### src/rtl/muldiv_pkg.sv
// ============================================================================
// Module   : muldiv_pkg
// Brief    : Shared op codes, FSM state codes and iteration count for the
//            HI/LO multiply/divide unit.
// Revision : 1.0 - initial release
// ============================================================================
`default_nettype none

package muldiv_pkg;

    localparam int unsigned c_data_w = 32;
    localparam logic [5:0]  c_iters  = 6'd32;

    localparam logic [1:0] c_op_mult  = 2'b00;
    localparam logic [1:0] c_op_multu = 2'b01;
    localparam logic [1:0] c_op_div   = 2'b10;
    localparam logic [1:0] c_op_divu  = 2'b11;

    localparam logic [1:0] c_st_idle = 2'd0;
    localparam logic [1:0] c_st_mul  = 2'd1;
    localparam logic [1:0] c_st_div  = 2'd2;
    localparam logic [1:0] c_st_done = 2'd3;

    function automatic logic f_is_signed(input logic [1:0] op);
        return (op == c_op_mult) || (op == c_op_div);
    endfunction

    function automatic logic f_is_div(input logic [1:0] op);
        return !((op == c_op_mult) || (op == c_op_multu));
    endfunction

endpackage

`default_nettype wire

### src/rtl/div_iter.sv
// ============================================================================
// Module   : div_iter
// Brief    : Unsigned restoring divider, one quotient bit per step.
// Revision : 1.0 - initial release
// ============================================================================
`default_nettype none

module div_iter
    import muldiv_pkg::*;
(
    input  logic                clk,
    input  logic                rst,
    input  logic                i_load,
    input  logic                i_step,
    input  logic [c_data_w-1:0] i_dividend,
    input  logic [c_data_w-1:0] i_divisor,
    output logic [c_data_w-1:0] o_quotient,
    output logic [c_data_w-1:0] o_remainder
);

    logic [c_data_w-1:0] r_divisor;
    logic [c_data_w-1:0] r_quo;
    logic [c_data_w-1:0] r_rem;
    logic [c_data_w:0]   w_shift;
    logic [c_data_w:0]   w_diff;

    // Remainder stays below the divisor, so bit c_data_w of the trial
    // difference is a clean borrow flag.
    assign w_shift = {r_rem, r_quo[c_data_w-1]};
    assign w_diff  = w_shift - {1'b0, r_divisor};

    always_ff @(posedge clk) begin
        if (rst) begin
            r_divisor <= '0;
            r_quo     <= '0;
            r_rem     <= '0;
        end else if (i_load) begin
            r_divisor <= i_divisor;
            r_quo     <= i_dividend;
            r_rem     <= '0;
        end else if (i_step) begin
            if (!w_diff[c_data_w]) begin
                r_rem <= w_diff[c_data_w-1:0];
                r_quo <= {r_quo[c_data_w-2:0], 1'b1};
            end else begin
                r_rem <= w_shift[c_data_w-1:0];
                r_quo <= {r_quo[c_data_w-2:0], 1'b0};
            end
        end
    end

    assign o_quotient  = r_quo;
    assign o_remainder = r_rem;

endmodule

`default_nettype wire

### src/rtl/hilo_muldiv.sv
// ============================================================================
// Module   : hilo_muldiv
// Brief    : Iterative MULT/MULTU/DIV/DIVU unit writing the HI/LO registers.
//            Macro MULDIV_FAST_MUL_EN selects a single-cycle multiplier.
// Revision : 1.0 - initial release
// ============================================================================
`default_nettype none

module hilo_muldiv
    import muldiv_pkg::*;
#(
    parameter int WIDTH = 32
) (
    input  logic             clk,
    input  logic             rst,
    input  logic             start,
    input  logic [1:0]       op,
    input  logic [WIDTH-1:0] src_a,
    input  logic [WIDTH-1:0] src_b,
    input  logic             flush,
    output logic             stall_req,
    output logic             done,
    output logic             hi_we,
    output logic             lo_we,
    output logic [WIDTH-1:0] hi_wdata,
    output logic [WIDTH-1:0] lo_wdata
);

    logic [1:0]         r_state;
    logic [1:0]         r_op;
    logic [5:0]         r_cnt;
    logic [WIDTH-1:0]   r_src_a;
    logic [WIDTH-1:0]   r_mcand;
    logic [2*WIDTH-1:0] r_prod;
    logic               r_neg_lo;
    logic               r_neg_hi;
    logic               r_b_zero;

    logic               w_signed;
    logic               w_accept;
    logic               w_last;
    logic               w_done;
    logic [WIDTH-1:0]   w_mag_a;
    logic [WIDTH-1:0]   w_mag_b;
    logic [WIDTH:0]     w_mul_sum;
    logic [2*WIDTH-1:0] w_prod_fix;
    logic [WIDTH-1:0]   w_quo;
    logic [WIDTH-1:0]   w_rem;
    logic [WIDTH-1:0]   w_quo_fix;
    logic [WIDTH-1:0]   w_rem_fix;

    assign w_signed = f_is_signed(op);
    assign w_mag_a  = (w_signed && src_a[WIDTH-1]) ? (~src_a + 1'b1) : src_a;
    assign w_mag_b  = (w_signed && src_b[WIDTH-1]) ? (~src_b + 1'b1) : src_b;
    assign w_accept = (r_state == c_st_idle) && start && !flush;
    assign w_last   = (r_cnt == c_iters - 6'd1);

    assign w_mul_sum = {1'b0, r_prod[2*WIDTH-1:WIDTH]}
                     + (r_prod[0] ? {1'b0, r_mcand} : {(WIDTH+1){1'b0}});

    always_ff @(posedge clk) begin
        if (rst) begin
            r_state  <= c_st_idle;
            r_op     <= '0;
            r_cnt    <= '0;
            r_src_a  <= '0;
            r_mcand  <= '0;
            r_prod   <= '0;
            r_neg_lo <= 1'b0;
            r_neg_hi <= 1'b0;
            r_b_zero <= 1'b0;
        end else if (flush) begin
            r_state <= c_st_idle;
            r_cnt   <= '0;
        end else begin
            case (r_state)
                c_st_idle: begin
                    if (start) begin
                        r_op     <= op;
                        r_cnt    <= '0;
                        r_src_a  <= src_a;
                        r_mcand  <= w_mag_b;
                        r_b_zero <= (src_b == '0);
                        // Quotient/product sign from both operands; remainder follows the dividend.
                        r_neg_lo <= w_signed && (src_a[WIDTH-1] ^ src_b[WIDTH-1]);
                        r_neg_hi <= w_signed && (f_is_div(op) ? src_a[WIDTH-1]
                                                              : (src_a[WIDTH-1] ^ src_b[WIDTH-1]));
`ifdef MULDIV_FAST_MUL_EN
                        r_prod  <= {{WIDTH{1'b0}}, w_mag_a} * {{WIDTH{1'b0}}, w_mag_b};
                        r_state <= f_is_div(op) ? c_st_div : c_st_done;
`else
                        r_prod  <= {{WIDTH{1'b0}}, w_mag_a};
                        r_state <= f_is_div(op) ? c_st_div : c_st_mul;
`endif
                    end
                end
                c_st_mul: begin
                    r_prod <= {w_mul_sum, r_prod[WIDTH-1:1]};
                    r_cnt  <= r_cnt + 6'd1;
                    if (w_last) r_state <= c_st_done;
                end
                c_st_div: begin
                    r_cnt <= r_cnt + 6'd1;
                    if (w_last) r_state <= c_st_done;
                end
                default: begin
                    r_state <= c_st_idle;
                end
            endcase
        end
    end

    div_iter u_div_iter (
        .clk         (clk),
        .rst         (rst),
        .i_load      (w_accept && f_is_div(op)),
        .i_step      ((r_state == c_st_div) && !flush),
        .i_dividend  (w_mag_a),
        .i_divisor   (w_mag_b),
        .o_quotient  (w_quo),
        .o_remainder (w_rem)
    );

    assign w_prod_fix = r_neg_lo ? (~r_prod + 1'b1) : r_prod;
    assign w_quo_fix  = r_neg_lo ? (~w_quo + 1'b1) : w_quo;
    assign w_rem_fix  = r_neg_hi ? (~w_rem + 1'b1) : w_rem;

    assign w_done    = (r_state == c_st_done) && !flush && !rst;
    assign done      = w_done;
    assign hi_we     = w_done;
    assign lo_we     = w_done;
    assign stall_req = !rst && (((r_state == c_st_idle) && start)
                                || (r_state == c_st_mul) || (r_state == c_st_div));

    always_comb begin
        hi_wdata = '0;
        lo_wdata = '0;
        if (w_done) begin
            if (f_is_div(r_op)) begin
                if (r_b_zero) begin
                    lo_wdata = {WIDTH{1'b1}};
                    hi_wdata = r_src_a;
                end else begin
                    lo_wdata = w_quo_fix;
                    hi_wdata = w_rem_fix;
                end
            end else begin
                lo_wdata = w_prod_fix[WIDTH-1:0];
                hi_wdata = w_prod_fix[2*WIDTH-1:WIDTH];
            end
        end
    end

endmodule

`default_nettype wire

### config.mk
export PLATFORM = sky130hd
export DESIGN_NAME = hilo_muldiv
export DESIGN_NICKNAME = d
export VERILOG_FILES = /design/src/rtl/muldiv_pkg.sv /design/src/rtl/div_iter.sv /design/src/rtl/hilo_muldiv.sv
export SDC_FILE = /design/constraint.sdc
export NUM_CORES = 1
export LEC_CHECK = 0
export ABC_AREA = 1
export CAP_MARGIN = 40
export CORE_UTILIZATION = 50
export CTS_CLUSTER_DIAMETER = 200
export DETAILED_ROUTE_END_ITERATION = 12
export PLACE_DENSITY = 0.76
export SETUP_SLACK_MARGIN = 0.15
export SLEW_MARGIN = 20
export SYNTH_ARGS = -nofsm -noshare
export SYNTH_HDL_FRONTEND = slang
export SYNTH_SLANG_ARGS = --single-unit
### constraint.sdc
create_clock -name clk -period 4.2 [get_ports clk]
set_clock_uncertainty 0.1 [all_clocks]
set_input_delay 0.84 -clock clk [delete_from_list [all_inputs] [get_ports clk]]
set_output_delay 0.84 -clock clk [all_outputs]
set_load 0.02 [all_outputs]
==> metrics.md <==
| Metric | Value |
|---|---|
| P&R area growth vs syn | `15.24%` |
| Synth area leaders | `dfxtp_1 (23%), nand2_1 (17%), inv_1 (9.4%)` |
| CTS tree | `yes` |
| Initial drt markers | `between 2000 and 3000` |
| Commonest cells after routing, fill and taps aside | `nand2_1 (926), inv_1 (512), nor2_1 (430)` |
| Commonest non-fill, non-tap cell in the layout | `nand2_1` |
| Hold Path Origin | `u_div_iter.r_divisor[9]` |
| Clock tree buffer depth | `3` |
| Max-slew violation count | `0` |
| Die area | `41980 um^2` |
| Final Core Density | `0.5902` |
| Final worst-path cycle share | `0.9661` |
| Hold Vio Cnt, Final | `0` |
| Clock share of power | `0.337` |
| Slowest-stage cell, CP | `dlygate4sd2_1` |
| Worst Path Buf+Inv | `3` |
| CTS Hold Bufs | `0` |
| Gr ovfl total | `0` |
| Slew @ Worst Pin | `0.8902 ns` |
| Mapped Cells | `3567` |
| Vias per cell | `5.750` |
| Peak supply drop | `335.2 uV` |
| Net Switching | `3.356 mW` |
| Core Footprint | `40190 um^2` |
| CP peak stage delay | `0.33 ns` |
| Leakage | `11.95 nW` |
| Unique cell type count in the Yosys netlist | `57` |
| CP arrival | `3.12 ns` |
| Gr busiest metal | `met2` |
| Hold WS | `approximately 0.39 ns` |
| Sw Ratio | `0.4024` |
| DP HPWL | `approximately 65000 um` |
| Clk slew on worst S/H paths | `0.06 ns` |
| Logic pwr share | `0.366` |
| Routability congestion estimate from global placement | `1.060` |
| RSZ-0062 raised after global routing | `yes` |
| Cell taking the most area after synthesis | `dfxtp_1` |
| Worst Setup SP | `r_prod[2]` |
| Flops & latches, synth | `236` |
| H-tree depth | `1` |
| Min Tclk post-route | `4.058 ns` |
| Post-Place Worst Slack | `roughly 0.21 ns` |
| Hold Crit Class | `flip-flop to flip-flop` |
| CP Data Required Time | `3.26 ns` |
| Final setup viols | `0` |
| GRT Util Overall | `0.3869` |
| Final wirelength | `82590 um` |
| Antenna-violating nets left | `0` |
| Final worst slack | `0.1424 ns` |
| P_int | `4.983 mW` |
| Met2 capacity usage during global routing | `0.5857` |
| Setup crit end kind | `primary output` |
| # diodes | `0` |
| Chip Width | `roughly 200 um` |
| Critical path type | `flip-flop to primary output` |
| Crit-path leading delay family | `simple AND/OR/NAND/NOR gates` |
| Vias in the first global route | `22140` |
| Average size of a mapped cell | `5.770 um^2` |
| Yosys warning count | `0` |
| DIE HEIGHT | `204.9 um` |
| Boundary Pins | `roughly 140` |
| Initial Utilization | `0.5121` |
| FILL cells | `4193` |
| Antenna violations before repair | `0` |
| Critical R2R Launch | `r_prod[0]` |
| Nets | `3815` |
| Outcome | `completed` |
| Part of the power in registers | `0.297` |
| PortBufs | `137` |
| First-pass DRT Iterations | `7` |
| Startpoint Class | `flip-flop` |
| Wire per inst | `19.59 um` |
| CP most frequent cell | `nand2_1` |
| Crit path max fanout | `4` |
| Fmax achieved | `between 200 and 250 MHz` |
| CP Cell Sequence | `inv_1 > nand3_2 > nor3_4 > nand2_1 > nor2_2 > nand4_1 > nand2_1 > nand2_1 > nand2_1 > nand3_1 > nand3_1 > inv_1 > dlygate4sd2_1` |
| Final setup TNS | `0 ns` |
| M1 GR Usage | `0.5075` |
| First-pass GRT wire length | `125400 um` |
| Pwr Density | `351.6 nW/um^2` |
| Syn_nets | `3714` |
| CTS Root Cell | `clkbuf_16` |
| Vias | `24240` |
| Seq/Total Area, Yosys | `0.2295` |
| CTS buffer count | `30` |
| Clock sink total | `236` |
| Share of layout cells above drive strength 1 | `0.06963` |
| Largest net degree at the start of global routing | `81` |
| # rows | `73` |
| Syn Std Cell Area | `20580 um^2` |
| GR met3 Demand/Resource | `0.07652` |
| Clk_lat worst skew | `0.58 ns` |
| Max-cap viol count | `0` |
| Yosys top cell area share | `0.2295` |
| Worst slew margin | `0.4059` |
| Residual DRC | `0` |
## cells in the mapped netlist, drive strengths merged
master and count:
nor3 66, a211oi 4, clkinv 3, a221oi 2, nor4 7, and3 3
nand4 52, o221ai 5, a22oi 1, o211ai 12, nand3 247, and2 7
o21a 9, xor2 68, o21ai 233, fa 2, clkbuf 79, buf 50
o41ai 1, nand2 949, o31ai 13, o2111ai 2, o21bai 3, ha 75
a21o 7, nor3b 5, inv 531, nand3b 18, dfxtp 236, xnor2 14
a311oi 5, o22ai 55, a22o 16, a31oi 22, dlygate4sd1 1, or2 22
nor2 460, a21oi 282
## kinds of logic (layout without fill, tap and decap cells)
logic type	Yosys count	in the layout	share of synthesized area
AND/OR/NAND/NOR	1836	1836	0.3782
flip-flops	236	236	0.2295
AO/OA/AOI/OAI	672	672	0.1817
adder cells (fa/ha/maj)	77	77	0.04754
buffers and inverters	664	788	0.1281
XOR/XNOR	82	82	0.03489
## metal layers
metal,vias to the layer above,wire (um)
met3,267,8706
met4,0,5548
met2,1346,35000
met1,10900,33340
met5,-,0
li1,11720,-
## path summary, 6_finish.rpt
check             cells after the start  slack, ns                 endpoint
hold / removal                        2       0.39  u_div_iter.r_divisor[9]
setup reg to reg                     15       0.92               r_prod[59]
hold reg to reg                       2       0.39  u_div_iter.r_divisor[9]
setup / recovery                     13       0.14             hi_wdata[17]
## what timing repair did
action	in CTS	in global routing
pin swaps	3	3
setup buffers	2	2
resized for setup	54	59
endpoints found under the setup margin	41	42
## per-stage QoR
step,total power [mW],instances,area (um^2)
final,8.339,4216,23720
after detailed placement,5.404,4157,22480
after CTS,8.213,4214,23600
after global routing,8.728,4216,23720
after global placement,5.383,4157,22480
after floorplan,4.622,3567,20580
## area by class of cell
class,instances,area (um^2),share of cell area
multi-input cells,2667,13410,0.5653
clock inverters,14,195.2,0.008229
repair buffers,199,1856,0.07823
clock buffers,41,873.3,0.03682
flip-flops and latches,236,4726,0.1992
well taps,525,656.9,0.02769
inverters,534,2004,0.08451
## sequential cells by signal (all words and copies together) (netlist names)
register	flops
r_prod	64
u_div_iter.o_quotient	32
r_neg_hi	1
r_mcand	32
u_div_iter.r_divisor	32
r_op	1
r_src_a	32
r_cnt	6
r_state	2
u_div_iter.o_remainder	32
r_neg_lo	1
r_b_zero	1
## power by group through the flow
stage / Combinational (mW) / Clock (mW) / Sequential (mW)
floorplan: 2.15 / 0 / 2.47
global placement: 2.87 / 0 / 2.51
detailed placement: 2.89 / 0 / 2.51
CTS: 2.93 / 2.82 / 2.47
global route: 3.34 / 2.90 / 2.48
finish: 3.05 / 2.81 / 2.48
## worst reg2reg max path, delay by kind of cell, from the launching register on
kind | cells | cell delay (ns)
buffers and inverters | 4 | 0.60
AOI/OAI and AO/OA | 4 | 0.96
DFF | 1 | 0.35
adders and majority gates | 2 | 0.61
and+or+nand+nor | 5 | 0.57
No activity file was read; power rests on OpenSTA's default activity.
